[src/rtl/max7219_sequencer.sv]
// rtl/max7219_sequencer.sv - MAX7219 command sequencer: init list, framebuffer row refresh, intensity updates.
// Frames are 16-bit {4'h0, addr, data} words handed to the SPI shifter over valid/ready.
module max7219_sequencer #(
  parameter logic [2:0] SCAN_LIMIT   = 3'd7,
  parameter logic [7:0] DECODE_MODE  = 8'h00,
  parameter bit         AUTO_REFRESH = 1'b0
) (
  input  logic        clk,
  input  logic        rst,
  input  logic        refresh_req,
  input  logic [3:0]  intensity,
  output logic [2:0]  fb_addr,
  input  logic [7:0]  fb_data,
  output logic        frame_valid,
  input  logic        frame_ready,
  output logic [15:0] frame_data,
  output logic        init_done,
  output logic        busy
);

  typedef enum logic [2:0] {S_INIT, S_IDLE, S_INTENS, S_FETCH, S_SEND} state_t;

  state_t      state_q, state_d;
  logic [2:0]  idx_q, idx_d;
  logic [2:0]  row_q, row_d;
  logic        fv_q, fv_d;
  logic [15:0] data_q, data_d;
  logic        init_done_q, init_done_d;
  logic        pending_q, pending_d;
  logic [3:0]  last_int_q, last_int_d;

  function automatic logic [15:0] init_frame(input logic [2:0] idx, input logic [3:0] inten);
    case (idx)
      3'd0:    init_frame = 16'h0F00;
      3'd1:    init_frame = {8'h0B, 5'b0, SCAN_LIMIT};
      3'd2:    init_frame = {8'h09, DECODE_MODE};
      3'd3:    init_frame = {8'h0A, 4'h0, inten};
      default: init_frame = 16'h0C01;
    endcase
  endfunction

  always_ff @(posedge clk or posedge rst) begin
    if (rst) begin
      state_q     <= S_INIT;
      idx_q       <= 3'd0;
      row_q       <= 3'd0;
      fv_q        <= 1'b0;
      data_q      <= 16'h0000;
      init_done_q <= 1'b0;
      pending_q   <= 1'b0;
      last_int_q  <= 4'h0;
    end else begin
      state_q     <= state_d;
      idx_q       <= idx_d;
      row_q       <= row_d;
      fv_q        <= fv_d;
      data_q      <= data_d;
      init_done_q <= init_done_d;
      pending_q   <= pending_d;
      last_int_q  <= last_int_d;
    end
  end

  always_comb begin
    state_d     = state_q;
    idx_d       = idx_q;
    row_d       = row_q;
    fv_d        = fv_q;
    data_d      = data_q;
    init_done_d = init_done_q;
    pending_d   = pending_q | refresh_req;
    last_int_d  = last_int_q;
    case (state_q)
      S_INIT: begin
        if (!fv_q) begin
          fv_d   = 1'b1;
          data_d = init_frame(idx_q, intensity);
        end else if (frame_ready) begin
          // The intensity actually sent is what must be remembered, not the live input
          if (idx_q == 3'd3) last_int_d = data_q[3:0];
          if (idx_q == 3'd4) begin
            fv_d        = 1'b0;
            init_done_d = 1'b1;
            state_d     = S_IDLE;
          end else begin
            idx_d  = idx_q + 3'd1;
            data_d = init_frame(idx_q + 3'd1, intensity);
          end
        end
      end
      S_IDLE: begin
        if (intensity != last_int_q) begin
          state_d = S_INTENS;
        end else if (pending_q || AUTO_REFRESH) begin
          // A pulse landing on the consuming cycle keeps the flag set
          pending_d = refresh_req;
          row_d     = 3'd0;
          state_d   = S_FETCH;
        end
      end
      S_INTENS: begin
        if (!fv_q) begin
          fv_d   = 1'b1;
          data_d = {8'h0A, 4'h0, intensity};
        end else if (frame_ready) begin
          fv_d       = 1'b0;
          last_int_d = data_q[3:0];
          state_d    = S_IDLE;
        end
      end
      S_FETCH: begin
        state_d = S_SEND;
      end
      S_SEND: begin
        if (!fv_q) begin
          fv_d   = 1'b1;
          data_d = {4'h0, {1'b0, row_q} + 4'd1, fb_data};
        end else if (frame_ready) begin
          fv_d = 1'b0;
          if (row_q == 3'd7) begin
            state_d = S_IDLE;
          end else begin
            row_d   = row_q + 3'd1;
            state_d = S_FETCH;
          end
        end
      end
      default: state_d = S_INIT;
    endcase
  end

  assign fb_addr     = row_q;
  assign frame_valid = fv_q;
  assign frame_data  = data_q;
  assign init_done   = init_done_q;
  assign busy        = (state_q != S_IDLE);

endmodule

[config.mk]
export PLATFORM = sky130hd
export DESIGN_NAME = max7219_sequencer
export DESIGN_NICKNAME = d
export VERILOG_FILES = /design/src/rtl/max7219_sequencer.sv
export SDC_FILE = /design/constraint.sdc
export NUM_CORES = 1
export LEC_CHECK = 0
export ABC_AREA = 1
export CAP_MARGIN = 20
export CORE_AREA = 2 2 61 63
export DETAILED_ROUTE_END_ITERATION = 12
export DIE_AREA = 0 0 63 65
export GPL_TIMING_DRIVEN = 0
export PLACE_DENSITY = 0.83
export SYNTH_ARGS = -nofsm -noshare
export SYNTH_HDL_FRONTEND = slang
export SYNTH_SLANG_ARGS = --single-unit
[constraint.sdc]
create_clock -name clk -period 2.39 [get_ports clk]
set_input_delay 0.478 -clock clk [delete_from_list [all_inputs] [get_ports clk]]
set_output_delay 0.478 -clock clk [all_outputs]
set_load 0.02 [all_outputs]
==> results by group <==
Status
  • Status: finished, final reports clean

Power and ir drop
  • PD cells: 1180 nW/um^2
  • Clock share of power: 0.088
  • Switching share of power: 0.478
  • VDD IR max: 0.703 mV
  • Comb power frac: 0.619
  • Sequential power share: 0.292
  • Static leakage: 0.00117 uW
  • Int Power: approximately 1400 uW
  • NetSw: 1270 uW

Clock tree
  • Clock slew at reported path FFs: roughly 0.15 ns
  • Count of hold-fix buffers inserted at cts: 0
  • Root buffer cell: clkbuf_4
  • Sinks on Clock Net: 28
  • Later-pin clock latency in the skew report: 0.33 ns
  • CTS buffer count: 3
  • Post-CTS Setup Bufs: 0
  • CTS tree: yes
  • H-tree depth: 1
  • Post_cts resized: 0
  • Clock Path Buffers: 2

STA
  • Tcrit/Tclk final: 0.925
  • Fmax: 452 MHz
  • RSZ-0062 raised after global routing: false
  • Clock skew: 0.00242 ns
  • Final TNS setup: 0 ns
  • Slew Limit Fails: 0
  • Worst slew margin: 0.566
  • Final count of negative-setup-slack endpoints: 0
  • Final Hold Viols: 0
  • Crit path time final: around 2.2 ns
  • Actual slew at the worst max-slew pin: 0.650 ns

Worst setup path
  • Critical path endpoint category: output port
  • CP top delay family: buffers and inverters
  • Setup slack, reg-to-reg: 0.56 ns
  • WP data required: 1.91 ns
  • Critical Path AT: 1.73 ns
  • Worst Reg-to-Reg Cells: 9
  • Startpoint Class: flop
  • CP bufs+invs: 2
  • CP Cell Sequence: inv_2 > nand3_1 > clkdlybuf4s50_1
  • Critical path fanouts, max: 7
  • CP max stage cell: clkdlybuf4s50_1
  • Reg2Reg Capture Point: frame_data[10]$_DFFE_PP0P_
  • CP Class: reg2out
  • Slowest stage delay, CP: around 0.63 ns
  • RR Startpoint: idx_q[0]$_DFFE_PP0P_

Synthesis
  • Syn Inst Count: 247
  • Synth area leaders: dfrtp_1 39%, nand2_1 18%, ha_1 5.5%
  • Syn avg cell area: 7.33 sq um
  • Area leader, netlist: dfrtp_1
  • Synth warnings: 0
  • Yosys reg bits: 28
  • Seq/Total Area, Yosys: 0.387
  • Share of the synthesized area in the top cell type: 0.387
  • Unique masters post-synth: 32
  • Post-Syn Area: 1810 sq um

Hold path
  • Hold Crit Start: init_done$_DFFE_PP0P_
  • Hold path depth: 1
  • Worst Hold Class: reg2reg
  • Min-Delay Endpoint: init_done$_DFFE_PP0P_

GRT
  • Largest net degree at the start of global routing: 29
  • GR Overflow Total: 0
  • Gr usage total: 0.207
  • Initial antenna violation count: 0
  • Vias in the first global route: 1525
  • First-pass GRT wire length: 6730 microns

Floorplanning
  • Initial core utilization: 0.518
  • Die area: slightly above 4000 sq um
  • Die span in x: 63 microns
  • Die Ht: about 65 microns
  • Row Count: 22
  • Core ar.: 3500 sq um
  • Top Ports: 38

Run
  • Max-Cap Viols: 0

Cells and area
  • Final Instance Area: ~2300 sq um
  • N_diodes: 0
  • Layout cells sized above 1: 0.128
  • Layout area overhead: 25.0%
  • Nets: 313

Drt
  • Post-DR vias/cell: a little under 5
  • DR iter-0 viols: 88
  • Post-route ant nets: 0
  • WL/cell: 11.5 microns
  • DRT Wirelength: 3850 microns
  • Via count: 1653
  • Pre-antenna DRT Iters: 4
  • Post-route DRC: 0

Placement
  • Final HPWL from detailed placement: 2860 microns
  • # port buffers: 33
  • Routability cong.: around 0.92
  • Dpl cell area: between 2000 and 2500 sq um
-- logic make-up after synthesis --
group                      Yosys count  share of synthesized area
and+or+nand+nor                    136                      0.335
buffers and inverters               40                      0.104
AOI/OAI and AO/OA                   31                      0.101
DFF                                 28                      0.387
adders and majority gates            8                     0.0553
xor gates and xnor gates             2                    0.00968
other                                1                    0.00207
muxes                                1                    0.00622
-- cell usage in the layout, fill, tap and decap left out, types with 2 or more instances in the layout --
cell	Yosys	final
a21oi_1	6	6
buf_4	6	6
buf_6	2	2
clkbuf_4	0	3
clkdlybuf4s50_1	0	33
conb_1	1	4
dfrtp_1	28	28
ha_1	8	8
inv_1	24	24
inv_2	8	8
nand2_1	89	89
nand2_2	2	2
nand3_1	18	18
nand3b_1	2	2
nand4_1	4	4
nor2_1	8	8
nor2_2	6	6
nor3_1	3	3
o21ai_0	10	10
o21ai_1	7	7
xor2_1	2	2
-- layout make-up --
| cell class | instances | area (sq um) |
|---|---|---|
| buffer | 8 | 67.6 |
| clock buffer | 4 | 36.3 |
| fill | 308 | 1230 |
| inverter | 32 | 120 |
| multi-input combinational | 182 | 933 |
| sequential | 28 | 701 |
| tap | 48 | 60.1 |
| timing repair buffer | 34 | 345 |
-- synthesized netlist by cell type --
master / n
inv_1: 24
nor2_4: 1
conb_1: 1
o21bai_1: 1
o211ai_1: 1
nand3_1: 18
and2_1: 1
dfrtp_1: 28
buf_4: 6
o21a_1: 1
inv_2: 8
nand3_2: 1
o21ai_0: 10
nand3b_4: 1
nand2_2: 2
nor2_1: 8
o21ai_1: 7
nor2_2: 6
o211ai_2: 1
a21oi_1: 6
nor3_1: 3
mux2_2: 1
nand4_1: 4
nand2_1: 89
a31o_2: 1
o21ai_2: 1
xor2_1: 2
a31oi_1: 1
buf_6: 2
ha_1: 8
nand3b_1: 2
a21oi_2: 1
-- flip-flops by register name (all words and copies together) (netlist names) --
| signal | count |
|---|---|
| frame_data | 12 |
| last_int_q | 4 |
| fb_addr | 3 |
| idx_q | 3 |
| state_q | 3 |
| frame_valid | 1 |
| init_done | 1 |
| pending_q | 1 |
-- worst max path at each step --
stage	startpoint	end	depth (start not counted)
final	state_q[1]$_DFFE_PP0P_	busy	3
after global routing	state_q[1]$_DFFE_PP0P_	busy	3
after CTS	state_q[1]$_DFFE_PP0P_	busy	3
after detailed placement	intensity[0]	fb_addr[1]$_DFFE_PP0P_	10
after global placement	intensity[0]	fb_addr[1]$_DFFE_PP0P_	10
after floorplan	idx_q[0]$_DFFE_PP0P_	frame_data[0]$_DFFE_PP0P_	9
-- through the flow --
stage               power (uW)  setup slack (ns)  hold slack, ns  cells   util
floorplan                 1960             0.799           0.500    250      -
global placement          2400             0.424           0.466    331  0.633
detailed placement        2430             0.419           0.465    331  0.633
CTS                       2670             0.183           0.505    335  0.643
global route              2940            0.0795           0.517    336  0.647
finish                    2660             0.180           0.504    336  0.647
-- power by group through the flow --
stage	sequential, uW	clock [uW]	combinational [uW]
detailed placement	788	0	1640
global route	807	264	1870
CTS	778	240	1650
finish	778	235	1650
floorplan	876	0	1080
global placement	783	0	1620
-- layer usage --
metal | part of all wire | track usage
met4 | 0.016 | 0.0611
met2 | 0.46 | 0.346
met5 | 0 | 0
met1 | 0.47 | 0.268
met3 | 0.060 | 0.0451
No activity file was read; power rests on OpenSTA's default activity.
==> edit 1 (config.mk and constraints unchanged) <==
Re-encode `state_t` (5 states) as one-hot, 5 bits wide.
--- a/src/rtl/max7219_sequencer.sv
+++ b/src/rtl/max7219_sequencer.sv
@@ -19,5 +19,5 @@
 );
 
-  typedef enum logic [2:0] {S_INIT, S_IDLE, S_INTENS, S_FETCH, S_SEND} state_t;
+  typedef enum logic [4:0] {S_INIT = 5'b00001, S_IDLE = 5'b00010, S_INTENS = 5'b00100, S_FETCH = 5'b01000, S_SEND = 5'b10000} state_t;
 
   state_t      state_q, state_d;
Behaviour: no difference found for any inputs over 10 cycles, from zero or initial values and one cycle with rst high; not proved beyond that.
==> edit 1 against the unedited design <==
  * First-iteration DRC count increased by 28%
  * Setup slack got worse by 0.033 ns
  * Wire length increased by 13%
  * Largest cell class unchanged
  * Power increased by 7.5%
  * Sequential share of layout area decreased by 0.36 points
  * Count of clock-buffer cells in the layout increased by 2
  * Final area increased by 8.6%
  * Register-to-register slack about the same
  * Synthesized area increased by 7.5%
  * Sequential cell count increased by 2
==> edit 1: results (changes against the unedited design) <==
status: "finished, final reports clean"  # unchanged
yosysSeqAreaShare_pct: 38.6  # was 38.7%
comb.multi_input.count: 210  # was 182
cts-root-buf: "clkbuf_4"  # unchanged
drive_gt1_share_pct: 11.7  # was 12.8%
diodes: 0  # unchanged
wl_per_cell_um: 11.9  # was 11.5 um
clk_latency_ns: 0.35  # was 0.33 ns
synth.distinct_cells: 30  # was 32
critPathMaxFanout: 6  # was 7
nNetsFinal: 341  # was 313
irDropWorstVdd_mv: 0.589  # was 0.703 mV
power_frac_comb_pct: 58.2  # was 61.9%
signal_buffers: 40  # was 42
seq_area_um2: 752  # was 701 um^2
placed_cells: 358  # was 331
power_mw: 2.86  # was 2.66 mW
firstDrtPassIters: 6  # was 4
arrival_ns: 1.77  # was 1.73 ns
numCtsBuffers: 5  # was 3
gp_congestion: 0.901  # was 0.918
grt_max_degree: 21  # was 29
clock.fmax_mhz: 446  # was 452 MHz
grt_pass1_wl_mm: 7.47  # was 6.73 mm
skew_ns: 0.0114  # was 0.00242 ns
dpl_cell_area_um2: 2380  # was 2210 um^2
nonClkBufAreaFrac_pct: 16.8  # was 18.2%
netlist_area_um2: 1950  # was 1810 um^2
fin_hold_ws_ns: 0.463  # was 0.504 ns
min-delay-path-class: "in2async"  # was reg2reg
power_leakage_nw: 1.30  # was 1.17 nW
cts_max_level: 2  # was 1
cts.sinks: 30  # was 28
n_clock_buffer: 6  # was 4
fin_cells: 365  # was 336
clkCellAreaFrac_pct: 3.31  # was 1.60%
syn_inst: 273  # was 247
multiInputGateArea_um2: 1040  # was 933 um^2
fill_cells: 318  # was 308
largest_reg_flops: 12  # unchanged
crit_start: "state_q[0]"  # was state_q[1]
path_clk_slew_ns: 0.10  # was 0.15 ns
dr.first_iter.drc_count: 113  # was 88
inverters: 30  # was 32
internal-power_mw: 1.53  # was 1.39 mW
vias_per_cell: 5.02  # was 4.92
dp_hpwl_mm: 3.30  # was 2.86 mm
synth_area_leaders: "dfrtp_1, nand2_1, inv_1"  # was dfrtp_1, nand2_1, ha_1
power_frac_seq_pct: 27.0  # was 29.2%
syn_to_final_growth_pct: 26.2  # was 25.0%
first_global_vias: 1647  # was 1525
post-place-ws_ns: 0.398  # was 0.419 ns
synth_common_cells: "nand2_1, dfrtp_1, inv_1"  # unchanged
edit 1: cell count changes in the layout (fill, tap and decap cells not counted), sizes merged, moves of 2 or more:
cell / before / now
nand3b: 3 / 0
clkbuf: 4 / 7
a21oi: 7 / 4
clkinv: 0 / 2
nor3: 3 / 0
nand3: 19 / 22
inv: 32 / 28
nor2: 15 / 19
nand2: 91 / 126
buf: 9 / 6
edit 1: routing by layer:
metal,track usage (%),vias to the layer above,part of all wire (%)
met3,5.56,7,5.5
met1,30.1,843,45
li1,-,933,-
met5,0,-,0
met4,9.44,0,1.7
met2,38.4,51,48
edit 1: logic make-up after synthesis:
kind of cell	share of synthesized area, %
buffers and inverters	8.68
adders and majority gates	5.14
AOI/OAI and AO/OA	7.58
and+or+nand+nor	38.4
DFF	38.6
xor gates and xnor gates	1.35
other	0.193
edit 1: critical path, stage by stage (launching register included):
cell	delay, ns
dfstp_2	0.60
nor2_1	0.08
nand3_2	0.12
clkdlybuf4s50_1	0.62
==> edit 2 (same flow settings) <==
Without the edit above. `AUTO_REFRESH`: 1'b0 -> 1'b1.
--- a/src/rtl/max7219_sequencer.sv
+++ b/src/rtl/max7219_sequencer.sv
@@ -4,5 +4,5 @@
   parameter logic [2:0] SCAN_LIMIT   = 3'd7,
   parameter logic [7:0] DECODE_MODE  = 8'h00,
-  parameter bit         AUTO_REFRESH = 1'b0
+  parameter bit         AUTO_REFRESH = 1'b1
 ) (
   input  logic        clk,
Check against the original RTL: not equivalent (Yosys sat finds a counterexample within 10 cycles, from zero or initial values and one cycle with rst high).
==> edit 2 against the unedited design <==
  * Synthesized area decreased by 11%
  * Largest power group unchanged
  * Core utilization down 5.7 points
  * Sequential cell count down 1
  * Largest cell class unchanged
  * Power increased by 0.72%
  * Final area shrank 8.8%
  * Non-clock buffer count down 1
  * Setup slack improved by 0.086 ns
  * Wire length fell by 7.6%
  * Highest routed layer unchanged
==> edit 2: results (changes against the unedited design) <==
status: "finished, final reports clean"  # unchanged
grt_pass1_wl_mm: 5.95  # was 6.73 mm
dpl_cell_area_um2: 2010  # was 2210 um^2
synth_common_cells: "nand2_1, dfrtp_1, nand3_1"  # was nand2_1, dfrtp_1, inv_1
placed_cells: 294  # was 331
tightestPinTransition_ns: 0.535  # was 0.650 ns
grt_use_total_pct: 18.2  # was 20.7%
diodes: 0  # unchanged
syn_inst: 211  # was 247
p_sw_mw: 1.28  # was 1.27 mW
fin_hold_ws_ns: 0.482  # was 0.504 ns
irDropWorstVdd_mv: 0.541  # was 0.703 mV
post-place-ws_ns: 0.500  # was 0.419 ns
dp_hpwl_mm: 2.73  # was 2.86 mm
postCtsSetupRepairBufs: 0  # unchanged
cts-root-buf: "clkbuf_4"  # unchanged
met3_length_um: 178  # was 230 um
arrival_ns: 1.65  # was 1.73 ns
power_frac_comb_pct: 62.2  # was 61.9%
synth.distinct_cells: 26  # was 32
met1_length_mm: 1.56  # was 1.80 mm
nNetsFinal: 275  # was 313
io_buffers: 32  # was 33
skew_ns: 0.00556  # was 0.00242 ns
rrSetupSlack_ns: 0.65  # was 0.56 ns
wl_met2_mm: 1.78  # was 1.77 mm
drive_gt1_share_pct: 9.96  # was 12.8%
power_leakage_nw: 1.02  # was 1.17 nW
dr.first_iter.drc_count: 103  # was 88
yosysSeqAreaShare_pct: 41.8  # was 38.7%
gp_congestion: 0.843  # was 0.918
wl_mm: 3.56  # was 3.85 mm
fin_cells: 299  # was 336
vias: 1489  # was 1653
ys.flop_type: "dfrtp_1"  # unchanged
edit 2: kinds of logic (layout without fill, tap and decap cells):
logic type,after synthesis,after routing,share of synthesized area [%]
AO/OA/AOI/OAI,35,35,11.6
adder cells (fa/ha/maj),7,7,5.41
AND/OR/NAND/NOR,106,106,27.5
other,1,4,0.232
buffers and inverters,26,63,7.97
XOR/XNOR,5,5,2.71
flip-flops,27,27,41.8
multiplexers,4,4,2.78
edit 2: how the worst max path moves through the flow:
| stage | slack, ns | cells after the start | start | endpoint |
|---|---|---|---|---|
| 2_1_floorplan | 0.89 | 7 | idx_q[0] | frame_data[10] |
| 3_3_place_gp | 0.54 | 7 | intensity[0] | fb_addr[1] |
| 3_5_place_dp | 0.50 | 7 | intensity[0] | fb_addr[1] |
| 4_1_cts | 0.27 | 3 | state_q[1] | busy |
| 5_1_grt | 0.19 | 3 | state_q[2] | busy |
| 6_report | 0.27 | 3 | state_q[1] | busy |
edit 2: per-layer routing:
layer / vias to the layer above / GRT usage, %
met2: 44 / 32.0
met5: - / 0
met4: 0 / 7.22
li1: 761 / -
met3: 4 / 2.78
met1: 680 / 22.4
edit 2: cell type report:
| type | instances | area, um^2 |
|---|---|---|
| fillers | 312 | 1430 |
| multi-input cells | 161 | 825 |
| flip-flops and latches | 27 | 676 |
| repair buffers | 33 | 348 |
| inverters | 18 | 67.6 |
| plain buffers | 8 | 61.3 |
| well taps | 48 | 60.1 |
| clock buffers | 4 | 26.3 |
edit 2: power groups by stage:
| stage | registers, mW | logic, mW | clock network, mW |
|---|---|---|---|
| floorplan | 0.930 | 1.04 | 0 |
| global placement | 0.815 | 1.63 | 0 |
| detailed placement | 0.826 | 1.66 | 0 |
| CTS | 0.817 | 1.67 | 0.204 |
| global route | 0.847 | 1.85 | 0.220 |
| finish | 0.818 | 1.67 | 0.197 |
